`src/rtl/instr_encoder_pkg.sv`:
```
// Shared constants for the instruction encoder: beat kinds, MIPS opcode and
// function fields, and the FSM state encoding.
package instr_encoder_pkg;

  localparam logic [3:0] KIND_NOP = 4'd0;
  localparam logic [3:0] KIND_ADD = 4'd1;
  localparam logic [3:0] KIND_SUB = 4'd2;
  localparam logic [3:0] KIND_JR  = 4'd3;
  localparam logic [3:0] KIND_SLL = 4'd4;
  localparam logic [3:0] KIND_ORI = 4'd5;
  localparam logic [3:0] KIND_LW  = 4'd6;
  localparam logic [3:0] KIND_SW  = 4'd7;
  localparam logic [3:0] KIND_BEQ = 4'd8;
  localparam logic [3:0] KIND_LUI = 4'd9;
  localparam logic [3:0] KIND_JAL = 4'd10;

  localparam logic [5:0] OP_RTYPE = 6'b000000;
  localparam logic [5:0] OP_ORI   = 6'b001101;
  localparam logic [5:0] OP_LW    = 6'b100011;
  localparam logic [5:0] OP_SW    = 6'b101011;
  localparam logic [5:0] OP_BEQ   = 6'b000100;
  localparam logic [5:0] OP_LUI   = 6'b001111;
  localparam logic [5:0] OP_JAL   = 6'b000011;

  localparam logic [5:0] FUNC_ADD = 6'b100000;
  localparam logic [5:0] FUNC_SUB = 6'b100010;
  localparam logic [5:0] FUNC_JR  = 6'b001000;
  localparam logic [5:0] FUNC_SLL = 6'b000000;

  typedef enum logic [1:0] {
    ST_IDLE = 2'd0,
    ST_RUN  = 2'd1,
    ST_FULL = 2'd2
  } state_e;

  // Kinds above JAL are reserved and must never produce a write.
  function automatic logic is_legal_kind(input logic [3:0] kind);
    return kind <= KIND_JAL;
  endfunction

endpackage

```
`src/rtl/instr_encoder_pack.sv`:
```
// Combinational field-to-word packer: turns one beat's kind and fields into the
// 32-bit MIPS instruction word, zeroing every field the kind does not use.
module instr_pack
  import instr_encoder_pkg::*;
(
  input  logic [3:0]  kind,
  input  logic [4:0]  rs,
  input  logic [4:0]  rt,
  input  logic [4:0]  rd,
  input  logic [4:0]  shamt,
  input  logic [15:0] imm,
  input  logic [25:0] j_address,
  output logic [31:0] word,
  output logic        illegal
);

  always_comb begin
    // NOTE: every output gets a default before the case so no path leaves it
    // unassigned; otherwise synthesis would infer a latch.
    word    = 32'h0000_0000;
    illegal = ~is_legal_kind(kind);
    unique case (kind)
      KIND_NOP: word = 32'h0000_0000;
      KIND_ADD: word = {OP_RTYPE, rs, rt, rd, 5'd0, FUNC_ADD};
      KIND_SUB: word = {OP_RTYPE, rs, rt, rd, 5'd0, FUNC_SUB};
      KIND_JR:  word = {OP_RTYPE, rs, 5'd0, 5'd0, 5'd0, FUNC_JR};
      KIND_SLL: word = {OP_RTYPE, 5'd0, rt, rd, shamt, FUNC_SLL};
      KIND_ORI: word = {OP_ORI, rs, rt, imm};
      KIND_LW:  word = {OP_LW, rs, rt, imm};
      KIND_SW:  word = {OP_SW, rs, rt, imm};
      KIND_BEQ: word = {OP_BEQ, rs, rt, imm};
      KIND_LUI: word = {OP_LUI, 5'd0, rt, imm};
      KIND_JAL: word = {OP_JAL, j_address};
      default:  word = 32'h0000_0000;
    endcase
  end

endmodule

```
`src/rtl/instr_encoder.sv`:
```
// Sequential instruction encoder: packs field beats into MIPS words and writes
// them to instruction memory at consecutive addresses. Optional INSTR_ENCODER_CKSUM_EN adds an XOR checksum.
module instr_encoder
  import instr_encoder_pkg::*;
#(
  parameter  int unsigned DEPTH     = 16,
  parameter  logic [31:0] BASE_ADDR = 32'h0000_3000,
  localparam int unsigned CW        = $clog2(DEPTH + 1)
) (
  input  logic          clk,
  input  logic          reset,
  input  logic          clr,
  input  logic          in_valid,
  output logic          in_ready,
  input  logic [3:0]    kind,
  input  logic [4:0]    rs,
  input  logic [4:0]    rt,
  input  logic [4:0]    rd,
  input  logic [4:0]    shamt,
  input  logic [15:0]   imm,
  input  logic [25:0]   j_address,
  output logic          wr_en,
  output logic [31:0]   wr_addr,
  output logic [31:0]   wr_data,
  output logic [CW-1:0] count,
  output logic          full,
  output logic          err
`ifdef INSTR_ENCODER_CKSUM_EN
  ,
  output logic [31:0]   cksum
`endif
);

  localparam logic [CW-1:0] LAST = CW'(DEPTH - 1);

  state_e      state, state_next;
  logic [31:0] word;
  logic        illegal;
  logic        accept;
  logic        legal_accept;
  logic [31:0] next_addr;

  instr_pack u_pack (
    .kind      (kind),
    .rs        (rs),
    .rt        (rt),
    .rd        (rd),
    .shamt     (shamt),
    .imm       (imm),
    .j_address (j_address),
    .word      (word),
    .illegal   (illegal)
  );

  // clr suppresses ready so a beat offered alongside clr is never consumed.
  assign in_ready     = (state != ST_FULL) & ~clr;
  assign accept       = in_valid & in_ready;
  assign legal_accept = accept & ~illegal;
  assign full         = (state == ST_FULL);
  assign next_addr    = BASE_ADDR + (32'(count) << 2);

  always_comb begin
    state_next = state;
    if (clr) begin
      state_next = ST_IDLE;
    end else if (legal_accept) begin
      state_next = (count == LAST) ? ST_FULL : ST_RUN;
    end
  end

  always_ff @(posedge clk or negedge reset) begin
    if (!reset) begin
      state   <= ST_IDLE;
      wr_en   <= 1'b0;
      wr_addr <= 32'h0000_0000;
      wr_data <= 32'h0000_0000;
      count   <= '0;
      err     <= 1'b0;
    end else begin
      // NOTE: non-blocking assignments so every register samples the
      // pre-edge values, regardless of statement order in this block.
      state <= state_next;
      wr_en <= legal_accept;
      if (legal_accept) begin
        wr_addr <= next_addr;
        wr_data <= word;
      end
      // A strobe already in flight still fires on clr; only the count restarts.
      if (clr) begin
        count <= '0;
      end else if (legal_accept) begin
        count <= count + CW'(1);
      end
      if (clr) begin
        err <= 1'b0;
      end else if (accept & illegal) begin
        err <= 1'b1;
      end
    end
  end

`ifdef INSTR_ENCODER_CKSUM_EN
  always_ff @(posedge clk or negedge reset) begin
    if (!reset) begin
      cksum <= 32'h0000_0000;
    end else if (clr) begin
      cksum <= 32'h0000_0000;
    end else if (wr_en) begin
      cksum <= cksum ^ wr_data;
    end
  end
`endif

endmodule
```
`config.mk`:
```
export PLATFORM = sky130hd
export DESIGN_NAME = instr_encoder
export DESIGN_NICKNAME = d
export VERILOG_FILES = /design/src/rtl/instr_encoder_pkg.sv /design/src/rtl/instr_encoder_pack.sv /design/src/rtl/instr_encoder.sv
export SDC_FILE = /design/constraint.sdc
export NUM_CORES = 1
export LEC_CHECK = 0
export CORE_UTILIZATION = 43
export DETAILED_ROUTE_END_ITERATION = 6
export GPL_TIMING_DRIVEN = 0
export PLACE_DENSITY = 0.86
export REMOVE_ABC_BUFFERS = 1
export SYNTH_ARGS = -nofsm -noshare
export SYNTH_HDL_FRONTEND = slang
export SYNTH_SLANG_ARGS = --single-unit
```
`constraint.sdc`:
```
create_clock -name clk -period 3.22 [get_ports clk]
set_clock_uncertainty 0.2 [all_clocks]
set_input_delay 0.322 -clock clk [delete_from_list [all_inputs] [get_ports clk]]
set_output_delay 0.322 -clock clk [all_outputs]
set_load 0.05 [all_outputs]
```
==> results by group, run 1 <==
Clock network
  – H-tree levels: 2
  – Root buf cell: clkbuf_8
  – CTS Sinks: 46
  – CTS Buf Count: 5
  – CTS tree: yes
  – Latest clock arrival within the worst-skew pair: 0.30 ns
  – Clk slew on worst S/H paths: 0.09 ns
  – Post-CTS Repair Setup Buffers: 0
  – CTS max path bufs: 2

GRT
  – First-pass GRT wire length: 11400 µm
  – Number of global-route vias before repair: 2454
  – Antenna violations before repair: 0
  – Pin count of the biggest net entering global routing: 47
  – Met1 Usage GRT: 0.265
  – Most Crowded Layer GR: met2
  – Met2 usage: 0.390
  – All-Layer GR Usage: 0.224
  – Grt met3 use: 0.0644
  – Grt ovf: 0

Drt
  – DRT iter0 DRCs: 123
  – Detailed-route DRC error count: 0
  – Vias: 2640
  – Routed WL per cell: 15.1 µm
  – Routed Antenna Nets: 0
  – Via/cell ratio: 5.50
  – DR pass1 iterations: 6
  – Routed wire length: 7240 µm

Timing
  – Worst slew margin: 0.342
  – Worst-Margin Slew: 0.986 ns
  – Tmin final: 2.89 ns
  – RSZ-0062 raised after global routing: no
  – Count of final setup violators: 0
  – Max-slew violations: 0
  – Fin. Hold Viols: 0
  – F_max: 346 MHz
  – Final setup margin: 0.333 ns
  – Final worst path period share: 0.897

Min path
  – Worst Hold Class: register to register
  – Hold path start: wr_addr[4]
  – Hold depth: 2
  – Hold Crit Endpoint: wr_addr[4]

Synth
  – #FFs+latches synth: 46
  – Top FF cell, synth: dfrtp_1
  – Post-synth ARST share: 1.00
  – Count of cell types in the netlist: 51
  – Syn. warnings: 0
  – Mapped Area: 2760 µm²
  – Count of flip-flops with a built-in enable after synthesis: 0
  – Synth Area per Inst: 9.22 µm²
  – Gate Count Post-Synth: 299
  – Sequential area share after synthesis: 0.418

Floorplan
  – Die ar.: 6730 µm²
  – Top Ports: 143
  – Chip Height: 82.1 µm
  – Total core area: 6060 µm²
  – Initial Util: 0.455
  – # rows: 28
  – Chip width: 82.1 µm

Cells and area
  – Antenna Cells: 0
  – Commonest non-fill, non-tap cell in the layout: clkdlybuf4s50_1
  – Most frequent cells in the layout: 113 x clkdlybuf4s50_1, 46 x dfrtp_1, 41 x nand2_1, 26 x conb_1, 25 x a22oi_1
  – Layout Nets: 476
  – Post-route cell area: 3990 µm²
  – Share of cells above drive strength 1: 0.0593
  – Area growth from synthesis to layout: 44.8%
  – Fillers: 518

Worst setup path
  – Flop2flop setup slack: 0.83 ns
  – CP Data Required Time: 3.20 ns
  – Critical path type: input pin to register
  – Cells on worst reg2reg path: 6
  – CP max FO: 46
  – Crit. End Element: register
  – R2r endpoint: wr_data[1]
  – Worst path arrival time: 2.87 ns
  – Startpoint Class: input pin
  – Worst r2r src: state[0]

Power
  – Leak: 0.00170 µW
  – Pwr/cell area: 490 nW/µm²
  – Worst vdd ir: 0.000281 V

Placed design
  – RePlAce Congestion: 0.767
  – Dpl cell area: 3830 µm²
  – Number of port buffers: 116
  – Pre-CTS setup slack: -0.170 ns
  – DP HPWL: 5300 µm

Outcome
  – Run status: completed

Run
  – Max Cap Viol: 0
flip-flops by register name (all words and copies together) (netlist names):
name and cells:
state 2, wr_en 1, err 1, count 5, wr_data 31, wr_addr 6
worst max path at each step:
| stage | startpoint | depth (start not counted) | slack [ns] | to |
|---|---|---|---|---|
| after global routing | kind[3] | 5 | 0.12 | wr_data[4] |
| after detailed placement | kind[1] | 6 | -0.17 | wr_data[9] |
| after CTS | kind[1] | 6 | 0.14 | wr_data[9] |
| final | kind[3] | 5 | 0.33 | wr_data[1] |
| after floorplan | state[0] | 6 | 0.64 | count[4] |
| after global placement | kind[1] | 6 | -0.74 | wr_data[9] |
timing repair:
action | CTS | global route
hold buffers | 1 | 0
setup endpoints to repair | 0 | 13
resized for setup | 0 | 2
endpoints found under the hold margin | 19 | 0
power breakdown:
part	switching (µW)	internal [µW]	leakage, µW
Clock	198	331	0.0000714
Sequential	41.2	644	0.000592
Combinational	471	271	0.00104
Total	711	1250	0.00170
worst max-delay path, stage by stage:
cell and delay (ns):
clkdlybuf4s50_1 1.03, a211o_2 0.83, inv_4 0.22, nand2_2 0.29, o21ai_0 0.14
cells in the mapped netlist, types with 2 or more instances:
| cell type | instances | share of area |
|---|---|---|
| a21oi_1 | 10 | 0.018 |
| a22o_1 | 18 | 0.057 |
| a22oi_1 | 25 | 0.068 |
| a32o_1 | 3 | 0.011 |
| a32oi_1 | 2 | 0.0064 |
| buf_2 | 11 | 0.020 |
| buf_4 | 27 | 0.074 |
| clkbuf_1 | 6 | 0.0082 |
| dfrtp_1 | 46 | 0.42 |
| ha_1 | 2 | 0.0091 |
| inv_1 | 6 | 0.0082 |
| mux2_2 | 7 | 0.029 |
| nand2_1 | 41 | 0.056 |
| nand2b_1 | 8 | 0.018 |
| nand3_1 | 2 | 0.0036 |
| nand3b_1 | 2 | 0.0054 |
| nor2_1 | 10 | 0.014 |
| nor2b_1 | 6 | 0.014 |
| nor3_1 | 2 | 0.0036 |
| nor3b_1 | 3 | 0.0082 |
| o21ai_0 | 17 | 0.031 |
| o21ai_1 | 7 | 0.013 |
| o22a_1 | 2 | 0.0064 |
| o22ai_1 | 2 | 0.0045 |
| o2bb2ai_1 | 5 | 0.016 |
| o31a_1 | 2 | 0.0064 |
| o31ai_1 | 2 | 0.0054 |
| or3_1 | 2 | 0.0045 |
cell type report:
| cell class | instances | area (µm²) | share of cell area |
|---|---|---|---|
| clock buffer | 6 | 82.6 | 0.0207 |
| clock inverter | 2 | 60.1 | 0.0150 |
| inverter | 8 | 32.5 | 0.00815 |
| multi-input combinational | 225 | 1380 | 0.346 |
| sequential | 46 | 1150 | 0.288 |
| tap | 75 | 93.8 | 0.0235 |
| timing repair buffer | 118 | 1190 | 0.298 |
cells by family (layout without fill, tap and decap cells):
group,after synthesis,count (layout),synth area share
simple gates,83,83,0.144
flops,46,46,0.418
mux,8,8,0.0322
compound gates,105,105,0.275
buf+inv,53,134,0.118
other cells,1,26,0.00136
xor+xnor,1,1,0.00318
fa+ha+maj,2,2,0.00908
per-stage QoR:
step	cells	utilization	setup TNS, ns	power, µW	hold slack (ns)
final	480	0.659	0	1960	0.282
after global routing	480	0.659	0	2040	0.312
after CTS	480	0.657	0	1970	0.285
after detailed placement	471	0.632	-2.60	1440	0.105
after global placement	470	0.629	-21.79	1420	0.258
after floorplan	279	-	0	1140	-0.174
metal layers:
metal,vias up,part of all wire
met4,0,0.012
met1,1276,0.40
li1,1249,-
met5,-,0
met2,106,0.52
met3,9,0.069
Note: power is estimated with default switching activity, not from simulation.
==> inputs of run 2 (changes only) <==
SYNTH_HIERARCHICAL = 1   (was not set)
==> run 2 against run 1 <==
Effect of this change:
- power up 0.57%
- non-clock buffer count up 1
- combinational power grew 11%
- synthesized cell count decreased by 13%
- area after synthesis grew 0.41%
- clock power fell by 18%
- critical path depth increased by 1
- register-to-register slack better by 0.46 ns
- cell area decreased by 0.19%
- setup slack got worse by 0.052 ns
==> results by group, run 2 <==
Floorplan
  – Die ar.: 6760 µm² (+0.39%)
  – Chip width: 82.2 µm (+0.19%)
  – Chip Height: 82.2 µm (+0.19%)
  – Initial Util: 0.457 (+0.00186)
  – Total core area: 6060 µm² (unchanged)
  – # rows: 28 (unchanged)
  – Top Ports: 143 (unchanged)

Synth
  – Largest area contributor in the netlist: dfrtp_1
  – Sequential area share after synthesis: 0.425 (+0.00734)
  – Syn. warnings: 6 (+6)
  – Post-synth top cells: 47 x dfrtp_1, 31 x mux2_2, 28 x buf_4, 16 x a21oi_1, 12 x nor2_1
  – Mapped Area: 2770 µm² (+0.41%)
  – Top cells by area, synth: dfrtp_1 42%, mux2_2 13%, buf_4 7.6%, mux2_4 4.3%, a21oi_1 2.9%
  – Count leader, synth: dfrtp_1
  – #FFs+latches synth: 47 (+2.2%)
  – Count of flip-flops with a built-in enable after synthesis: 0 (unchanged)
  – Post-synth ARST share: 1.00 (unchanged)
  – Top FF cell, synth: dfrtp_1
  – Gate Count Post-Synth: 260 (-13%)
  – Count of cell types in the netlist: 41 (-20%)
  – Post-synth top area share: 0.425 (+0.00734)
  – Synth Area per Inst: 10.6 µm² (+15%)

Cells and area
  – Top reg by flops: wr_data
  – Layout Nets: 442 (-7.1%)
  – Most frequent cells in the layout: 116 x clkdlybuf4s50_1, 47 x dfrtp_1, 31 x mux2_2, 26 x conb_1, 16 x a21oi_1
  – Fillers: 487 (-6.0%)
  – Post-route cell area: 3990 µm² (-0.19%)
  – Share of cells above drive strength 1: 0.156 (+0.0971)
  – Antenna Cells: 0 (unchanged)
  – Area growth from synthesis to layout: 44.0%
  – Commonest non-fill, non-tap cell in the layout: clkdlybuf4s50_1
  – Biggest regs: wr_data x32, wr_addr x6, count x5
  – Largest register FFs: 32 (+3.2%)
  – Final cell count without fillers: 446 (-7.1%)

Worst setup path
  – Startpoint Class: input pin
  – CP Data Required Time: 3.21 ns (about the same)
  – Critical path type: input pin to register
  – CP max FO: 39 (-15%)
  – Worst path arrival time: 2.93 ns (+0.06 ns)
  – Crit. End Element: register

Placed design
  – Number of port buffers: 117 (+0.86%)
  – DP HPWL: 5100 µm (-3.8%)
  – DP Cell Count: 437 (-7.2%)
  – RePlAce Congestion: 0.782 (+2.0%)
  – Dpl cell area: 3850 µm² (+0.59%)

Clock network
  – CTS Buf Count: 5 (unchanged)
  – CTS Sinks: 47 (+2.2%)
  – Root buf cell: clkbuf_8
  – H-tree levels: 2 (unchanged)
  – Clk slew on worst S/H paths: 0.09 ns (about the same)
  – Latest clock arrival within the worst-skew pair: 0.30 ns (about the same)
  – CTS tree: yes
  – CTS max path bufs: 2 (unchanged)
  – Post-CTS Repair Setup Buffers: 0 (unchanged)

Power
  – Leak: 0.00183 µW (+7.5%)
  – Pwr/cell area: 494 nW/µm² (+0.76%)
  – Final Power: 1970 µW (+0.57%)
  – Worst vdd ir: 0.000246 V (-12%)

Timing
  – Tmin final: 2.94 ns (+0.0521 ns)
  – Worst slew margin: 0.377 (+0.0358)
  – Min Hold Slack: 0.300 ns (+0.0181 ns)
  – Worst-Margin Slew: 0.931 ns (-0.0550 ns)
  – RSZ-0062 raised after global routing: no
  – Count of final setup violators: 0 (unchanged)
  – Max-slew violations: 0 (unchanged)
  – Fin. Hold Viols: 0 (unchanged)
  – Final worst path period share: 0.913 (+0.0162)
  – F_max: 340 MHz (-1.8%)

GRT
  – Pin count of the biggest net entering global routing: 40 (-15%)
  – First-pass GRT wire length: 10200 µm (-10%)
  – All-Layer GR Usage: 0.201 (-0.0229)
  – Grt ovf: 0 (unchanged)
  – Number of global-route vias before repair: 2195 (-11%)
  – Antenna violations before repair: 0 (unchanged)

Drt
  – Vias: 2332 (-12%)
  – Routed Antenna Nets: 0 (unchanged)
  – DR pass1 iterations: 4 (-2)
  – Routed wire length: 6870 µm (-5.1%)
  – Detailed-route DRC error count: 0 (unchanged)
  – Via/cell ratio: 5.23 (-4.9%)
  – Routed WL per cell: 15.4 µm (+2.2%)
  – DRT iter0 DRCs: 106 (-14%)

Run
  – Max Cap Viol: 0 (unchanged)

Outcome
  – Run status: completed

Min path
  – Worst Hold Class: register to register
run 2: changes by cell type after synthesis, sizes merged, moves of 9 or more:
cell   change
mux2      +32
a22oi     -20
o21ai     -13
a22o       -9
nand2     -33
run 2: stage by stage:
stage	worst slack, ns	setup TNS (ns)	utilization
2_1_floorplan	1.14	0	-
3_3_place_gp	-0.357	-12.85	0.633
3_5_place_dp	-0.458	-16.38	0.636
4_1_cts	0.201	0	0.657
5_1_grt	0.0838	0	0.658
6_report	0.281	0	0.658
run 2: path summary, 6_finish.rpt:
path | from | to | slack, ns | cells past startpoint
min reg2reg | wr_addr[12] | wr_addr[12] | 0.30 | 1
max reg2reg | state[0] | wr_data[7] | 1.29 | 3
min in group asynchronous | reset | count[4] | 0.31 | 2
max in group asynchronous | reset | wr_data[14] | 2.00 | 3
min | wr_addr[12] | wr_addr[12] | 0.30 | 1
max | kind[1] | wr_data[11] | 0.28 | 6
run 2: per-layer routing:
| layer | wire length (µm) | share of wire | global-route usage | vias up |
|---|---|---|---|---|
| li1 | - | - | - | 1096 |
| met1 | 2700 | 0.39 | 0.230 | 1126 |
| met2 | 3520 | 0.51 | 0.375 | 104 |
| met3 | 617 | 0.090 | 0.0495 | 6 |
| met4 | 40 | 0.0058 | 0.0439 | 0 |
| met5 | 0 | 0 | 0 | - |
run 2: what timing repair did:
action	CTS	global route
hold buffers	1	0
resized for setup	1	1
cloned	0	0
setup endpoints to repair	37	4
hold endpoints to repair	18	0
run 2: kinds of logic (layout without fill, tap and decap cells):
logic type      Yosys count  in the layout  synth area share
flops                    47             47             0.425
buf+inv                  52            139             0.120
xor+xnor                  1              1           0.00317
simple gates             47             47            0.0900
other cells               2             26           0.00271
compound gates           65             65             0.162
fa+ha+maj                 2              2           0.00904
mux                      44             44             0.188
run 2: area by class of cell:
| type | count | area (µm²) | share of cell area |
|---|---|---|---|
| Clock buffer | 5 | 68.8 | 0.0173 |
| Clock inverter | 3 | 43.8 | 0.0110 |
| Inverter | 12 | 47.5 | 0.0119 |
| Multi-Input combinational cell | 185 | 1360 | 0.341 |
| Sequential cell | 47 | 1180 | 0.295 |
| Tap cell | 75 | 93.8 | 0.0235 |
| Timing Repair Buffer | 119 | 1200 | 0.300 |
run 2: worst max-delay path, stage by stage:
cell	delay, ns
clkdlybuf4s50_1	1.08
a21oi_1	0.16
nor2_1	0.32
nor2_1	0.12
nand3_4	0.48
mux2_2	0.41
run 2: power by group:
part | internal [µW] | total [µW] | leakage, µW | switching [µW]
clock | 231 | 434 | 0.0000581 | 203
sequential | 668 | 710 | 0.000613 | 41.1
combinational | 319 | 824 | 0.00116 | 506
total | 1220 | 1970 | 0.00183 | 749
==> inputs of run 3 (changes only) <==
CTS_CLUSTER_DIAMETER = 150   (was not set)
==> results of run 3 <==
The final DEF is identical to that of run 2; final timing and power are the same.
